===== src/rtl/keypad_pkg.sv =====
// Shared keypad definitions: key-code to matrix position map and emulator FSM states.
// The row/column tables are indexed by hex key code and reused by the scanner side.
package keypad_pkg;

    localparam logic [1:0] ST_IDLE  = 2'd0;
    localparam logic [1:0] ST_PRESS = 2'd1;
    localparam logic [1:0] ST_GAP   = 2'd2;

    // Entry n gives the row/column bit for key code n (bit 3 = top row / leftmost column).
    localparam logic [1:0] KEY_ROW [16] = '{
        2'd0, 2'd3, 2'd3, 2'd3, 2'd2, 2'd2, 2'd2, 2'd1,
        2'd1, 2'd1, 2'd3, 2'd2, 2'd1, 2'd0, 2'd0, 2'd0
    };

    localparam logic [1:0] KEY_COL [16] = '{
        2'd2, 2'd3, 2'd2, 2'd1, 2'd3, 2'd2, 2'd1, 2'd3,
        2'd2, 2'd1, 2'd0, 2'd0, 2'd0, 2'd0, 2'd3, 2'd1
    };

endpackage


===== src/rtl/keypad_emulator_if.sv =====
// Valid/ready key-code handshake into the keypad emulator.
interface keypad_emulator_if;
    logic [3:0] key_code;
    logic       key_valid;
    logic       key_ready;

    modport master (output key_code, output key_valid, input key_ready);
    modport slave  (input key_code, input key_valid, output key_ready);
endinterface


===== src/rtl/key_fifo.sv =====
// Small synchronous FIFO for 4-bit key codes; pointers carry an extra wrap bit.
module key_fifo #(
    parameter int DEPTH = 4
) (
    input  logic       clk,
    input  logic       rst_n,
    input  logic       push,
    input  logic [3:0] din,
    input  logic       pop,
    output logic [3:0] dout,
    output logic       full,
    output logic       empty
);
    localparam int AW = $clog2(DEPTH);

    logic [3:0]  mem [DEPTH];
    logic [AW:0] wr_ptr;
    logic [AW:0] rd_ptr;
    logic        do_push;
    logic        do_pop;

    assign full    = (wr_ptr[AW] != rd_ptr[AW]) && (wr_ptr[AW-1:0] == rd_ptr[AW-1:0]);
    assign empty   = (wr_ptr == rd_ptr);
    assign do_push = push && !full;
    assign do_pop  = pop && !empty;
    assign dout    = mem[rd_ptr[AW-1:0]];

    always_ff @(posedge clk) begin
        if (do_push)
            mem[wr_ptr[AW-1:0]] <= din;
    end

    always_ff @(posedge clk or negedge rst_n) begin
        if (!rst_n) begin
            wr_ptr <= '0;
            rd_ptr <= '0;
        end else begin
            if (do_push)
                wr_ptr <= wr_ptr + 1'b1;
            if (do_pop)
                rd_ptr <= rd_ptr + 1'b1;
        end
    end
endmodule


===== src/rtl/keypad_emulator.sv =====
// Responder-side 4x4 keypad model: queued key codes are pressed for HOLD_CYCLES, then released
// for GAP_CYCLES; row lines follow the scanner's column drive combinationally like a real switch.
module keypad_emulator
    import keypad_pkg::*;
#(
    parameter int HOLD_CYCLES = 2000,
    parameter int GAP_CYCLES  = 1000,
    parameter int FIFO_DEPTH  = 4
) (
    input  logic              CLOCK_50,
    input  logic              reset_n,
    keypad_emulator_if.slave  key_if,
    input  logic [3:0]        columns,
    output logic [3:0]        rows,
    output logic              pressed,
    output logic [3:0]        cur_key,
    output logic [7:0]        press_count
);
    localparam int CNT_MAX = (HOLD_CYCLES > GAP_CYCLES) ? HOLD_CYCLES : GAP_CYCLES;
    localparam int CW      = (CNT_MAX > 1) ? $clog2(CNT_MAX) : 1;
    localparam logic [CW-1:0] HOLD_LOAD = CW'(HOLD_CYCLES - 1);
    localparam logic [CW-1:0] GAP_LOAD  = CW'(GAP_CYCLES - 1);

    logic [1:0]    state;
    logic [CW-1:0] cnt;
    logic [3:0]    head;
    logic          full;
    logic          empty;
    logic          pop;

    assign key_if.key_ready = !full;
    assign pop = (state == ST_IDLE) && !empty;

    key_fifo #(.DEPTH(FIFO_DEPTH)) u_fifo (
        .clk   (CLOCK_50),
        .rst_n (reset_n),
        .push  (key_if.key_valid),
        .din   (key_if.key_code),
        .pop   (pop),
        .dout  (head),
        .full  (full),
        .empty (empty)
    );

    always_ff @(posedge CLOCK_50 or negedge reset_n) begin
        if (!reset_n) begin
            state       <= ST_IDLE;
            cnt         <= '0;
            pressed     <= 1'b0;
            cur_key     <= '0;
            press_count <= '0;
        end else begin
            case (state)
                ST_IDLE: begin
                    if (!empty) begin
                        cur_key <= head;
                        cnt     <= HOLD_LOAD;
                        pressed <= 1'b1;
                        state   <= ST_PRESS;
                    end
                end
                ST_PRESS: begin
                    if (cnt == '0) begin
                        pressed     <= 1'b0;
                        press_count <= press_count + 8'd1;
                        cnt         <= GAP_LOAD;
                        state       <= ST_GAP;
                    end else begin
                        cnt <= cnt - 1'b1;
                    end
                end
                ST_GAP: begin
                    if (cnt == '0)
                        state <= ST_IDLE;
                    else
                        cnt <= cnt - 1'b1;
                end
                default: state <= ST_IDLE;
            endcase
        end
    end

    // Only the held key's own column can pull its row low, even with several columns driven.
    always_comb begin
        rows = '1;
        if (pressed && !columns[KEY_COL[cur_key]])
            rows[KEY_ROW[cur_key]] = 1'b0;
    end
endmodule


===== src/flat_wrapper.sv =====
// flat-port wrapper written by rule: the top's interface ports become plain ports
module keypad_emulator_flat import keypad_pkg::*;
#(
    parameter int HOLD_CYCLES = 2000,
    parameter int GAP_CYCLES  = 1000,
    parameter int FIFO_DEPTH  = 4
)
  (CLOCK_50, reset_n, columns, rows, pressed, cur_key, press_count, key_if_key_code, key_if_key_valid, key_if_key_ready);
  keypad_emulator_if key_if_i ();
  input  logic CLOCK_50;
  input  logic reset_n;
  input  logic [3:0] columns;
  output logic [3:0] rows;
  output logic pressed;
  output logic [3:0] cur_key;
  output logic [7:0] press_count;
  input wire logic [$bits(key_if_i.key_code)-1:0] key_if_key_code;
  input wire logic [$bits(key_if_i.key_valid)-1:0] key_if_key_valid;
  output wire logic [$bits(key_if_i.key_ready)-1:0] key_if_key_ready;
  assign key_if_i.key_code = key_if_key_code;
  assign key_if_i.key_valid = key_if_key_valid;
  assign key_if_key_ready = key_if_i.key_ready;
  keypad_emulator #(.HOLD_CYCLES(HOLD_CYCLES), .GAP_CYCLES(GAP_CYCLES), .FIFO_DEPTH(FIFO_DEPTH)) u_core (.CLOCK_50(CLOCK_50), .reset_n(reset_n), .key_if(key_if_i), .columns(columns), .rows(rows), .pressed(pressed), .cur_key(cur_key), .press_count(press_count));
endmodule

===== config.mk =====
export PLATFORM = sky130hd
export DESIGN_NAME = keypad_emulator_flat
export DESIGN_NICKNAME = d
export VERILOG_FILES = /design/src/rtl/keypad_pkg.sv /design/src/rtl/keypad_emulator_if.sv /design/src/rtl/key_fifo.sv /design/src/rtl/keypad_emulator.sv /design/src/flat_wrapper.sv
export SDC_FILE = /design/constraint.sdc
export NUM_CORES = 1
export LEC_CHECK = 0
export ABC_AREA = 1
export ABC_CLOCK_PERIOD_IN_PS = 1800
export CAP_MARGIN = 10
export CELL_PAD_IN_SITES_DETAIL_PLACEMENT = 0
export CELL_PAD_IN_SITES_GLOBAL_PLACEMENT = 1
export CORE_UTILIZATION = 30
export DETAILED_ROUTE_END_ITERATION = 10
export PLACE_DENSITY_LB_ADDON = 0.25
export SLEW_MARGIN = 20
export SYNTH_ARGS = -nofsm -noshare
export SYNTH_HDL_FRONTEND = slang
export SYNTH_SLANG_ARGS = --single-unit

===== constraint.sdc =====
create_clock -name CLOCK_50 -period 1.8 [get_ports CLOCK_50]
set_input_delay 0.54 -clock CLOCK_50 [delete_from_list [all_inputs] [get_ports CLOCK_50]]
set_output_delay 0.54 -clock CLOCK_50 [all_outputs]
set_load 0.01 [all_outputs]

==> flow_summary.toml <==
[run_status]
status = "finished with violations"
failed_checks = "setup timing"

[floorplanning]
row_count = 34
initial_core_util_pct = 31.06
ios = 29
die_h_um = 97.03
die_area_mm2 = 0.009414
die_w_um = 97.03
core_area_mm2 = 0.008721

[cts]
clk_path_buf_depth = 2
cts_made_buffers = 5
cts_tree = "yes"
cts_sinks = 48
clk_pin_slew_ns = 0.08
ctsHtreeMaxLevel = 2
cts-root-buf = "clkbuf_8"
cts_hold_buf = 0
clkLatencyLatePin_ns = 0.30

[worst_setup_path]
crit_path_start_kind = "flip-flop"
crit_path_top_delay_cell = "dfrtp_1"
r2r_start = "u_core.u_fifo.wr_ptr[0]$_DFFE_PN0P_"
critPathKind = "reg -> out"
critPathArrivalTime_ns = 1.64
crit_family = "flip-flops"
path_max_fanout = 4
r2r_setup_slack_ns = 0.05
path_cells = "buf_4, o21ai_2, nand2_1, nand2_1, o21ai_1, nand3_2, buf_4, nand4_1, buf_2"
path_buf_inv = 3
critical_path.max_stage_delay_ns = 0.42
required_ns = 1.26
rr_worst_depth = 9
end_kind = "output port"
r2r_end = "u_core.cnt[5]$_DFFE_PN0P_"

[sta]
tightest_slew_ns = 0.3401
finalSetupTns_ns = -1.545
finalSetupViolations = 5
hold_viol_final = 0
layout_min_cycle_time_ns = 2.181
relSlewSlack_pct = 77.33
holdWs_ns = 0.4999
slew_viol_final = 0
postLayoutSetupSlackWorst_ns = -0.3808
rsz0062_at_grt = "yes"
fmaxAchievable_mhz = 458.5
skew_ns = 0.009501
period_share_pct = 121.2

[detailed_routing]
via_per_inst = 4.410
wl_per_cell_um = 11.31
ant_nets = 0
routed_wl_um = 5619
dr.pass1.iters = 4
vias = 2192
drc = 0
drt_iter0_markers = 115

[global_routing]
grt_pass1_vias = 2184
grt_max_degree = 33
grt-ovfl-total = 0
antenna_found_initial = 0
grt_use_total_pct = 13.02
grt_pass1_wl_um = 10060

[min_path]
min_to = "u_core.u_fifo.wr_ptr[2]$_DFFE_PN0P_"
min_from = "u_core.u_fifo.wr_ptr[2]$_DFFE_PN0P_"
hold_path_class = "reg -> reg"
worstHoldPathCells = 1

[logic_synthesis]
synth-compound-area-share_pct = 10.30
synth-xor-area-share_pct = 5.127
synth_nets = 326
synth_top_family_by_area = "simple AND/OR/NAND/NOR gates"
synth_seq_cells = 48
ys_seq_area_share_pct = 47.30
synth_fa_ha_area_share_pct = 5.081
synthMuxAreaShare_pct = 0.8314
syn-cell-area_mm2 = 0.002709
yosysWarningCount = 0
yosys.area_share.simple_pct = 24.57
synthCells = 304
postSynthAreaPerCell_um2 = 8.911
ys_types = 35

[power_and_ir_drop]
peakVddDrop_uv = 405.6
leakagePower_nw = 1.697
p_per_area_mw_per_mm2 = 703.3

[placed_design]
gp_congestion = 0.7195
place_area_mm2 = 0.003373
place_ws_ns = -0.6254
portBuffers = 28
dp_hpwl_um = 4232

[cells_and_area]
syn2layout_area_growth_pct = 33.40
layout_common_cells = "nand2_1 (50), buf_4 (49), nor2_1 (36), inv_1 (35), dfrtp_1 (31)"
nFillCells = 882
nNetsFinal = 410
seq_area_mm2 = 0.001282
final_common_cell = "nand2_1"
final_layout_size_suffix_gt1_share_pct = 28.02
num_antenna_cells = 0
multi_input_area_mm2 = 0.001282
final_cell_area_mm2 = 0.003613
postLayoutCoreUtil_pct = 41.43

[job]
drv_cap = 0
## Yosys cell counts (all sizes together)
library cell | instances | share of area, %
o22ai | 4 | 0.92
xnor2 | 4 | 1.6
nor2 | 45 | 7.6
o21ai | 28 | 5.9
nor3 | 2 | 0.37
clkinv | 1 | 0.14
a21boi | 4 | 1.1
a21oi | 7 | 1.3
nand2 | 59 | 8.8
inv | 41 | 5.7
edfxtp | 16 | 18
o211ai | 3 | 0.83
and2 | 1 | 0.23
buf | 3 | 0.97
ha | 11 | 5.1
dfrtp | 32 | 30
nand3 | 19 | 4.3
mux2 | 2 | 0.83
xor2 | 11 | 3.6
nand3b | 2 | 0.55
nand4 | 8 | 2.6
o21a | 1 | 0.28
## area by class of cell
class / count / share of cell area, %
tap: 108 / 3.740
clock inverter: 2 / 0.3809
multi-input combinational: 211 / 35.49
timing repair buffer: 80 / 18.25
clock buffer: 6 / 2.285
inverter: 42 / 4.363
sequential: 48 / 35.49
## cells by family (layout without fill, tap and decap cells)
kind of cell | after synthesis | count (layout)
xor gates and xnor gates | 15 | 15
and+or+nand+nor | 136 | 136
adders and majority gates | 11 | 11
DFF | 48 | 48
buffers and inverters | 45 | 130
muxes | 2 | 2
AOI/OAI and AO/OA | 47 | 47
## where the power goes
group	leakage (nW)	internal [mW]	switching, mW
combinational	1.13	0.297	0.264
clock	0.0516	0.315	0.375
sequential	0.514	1.24	0.0484
## sequential cells by signal, summed over array words and instances (netlist names)
register and count:
u_core.cnt 11, u_core.cur_key 4, u_core.press_count 8, u_core.pressed 1
u_core.state 2, u_core.u_fifo.mem 16, u_core.u_fifo.rd_ptr 3, u_core.u_fifo.wr_ptr 3
## how the worst max path moves through the flow
stage | slack, ns | cells past startpoint | start | endpoint
after floorplan | 0.03 | 6 | u_core.cur_key[1]$_DFFE_PN0P_ | rows[0]
after global placement | -0.62 | 6 | columns[3] | rows[0]
after detailed placement | -0.63 | 6 | columns[3] | rows[1]
after CTS | -0.37 | 9 | u_core.cur_key[1]$_DFFE_PN0P_ | rows[0]
after global routing | -0.49 | 9 | u_core.cur_key[1]$_DFFE_PN0P_ | rows[1]
final | -0.38 | 9 | u_core.cur_key[1]$_DFFE_PN0P_ | rows[3]
## metal layers
layer	vias to the layer above	track usage, %	share of wire, %	wire, um
met5	-	0	0	0
met4	0	3.789	1.3	75
met3	5	2.312	2.5	142
met2	29	21.56	47	2623
met1	994	17.35	49	2777
li1	1164	-	-	-
## metrics by stage
| stage | std cells | power, mW |
|---|---|---|
| detailed placement | 472 | 1.819 |
| finish | 497 | 2.541 |
| CTS | 490 | 2.522 |
| global route | 497 | 2.698 |
| global placement | 472 | 1.816 |
| floorplan | 304 | 1.546 |
## repair_timing
action	CTS	global route
endpoints found under the setup margin	15	10
setup buffers	10	7
pin swaps	9	5
gates resized for setup	41	6
(Power assumes the default switching activity.)
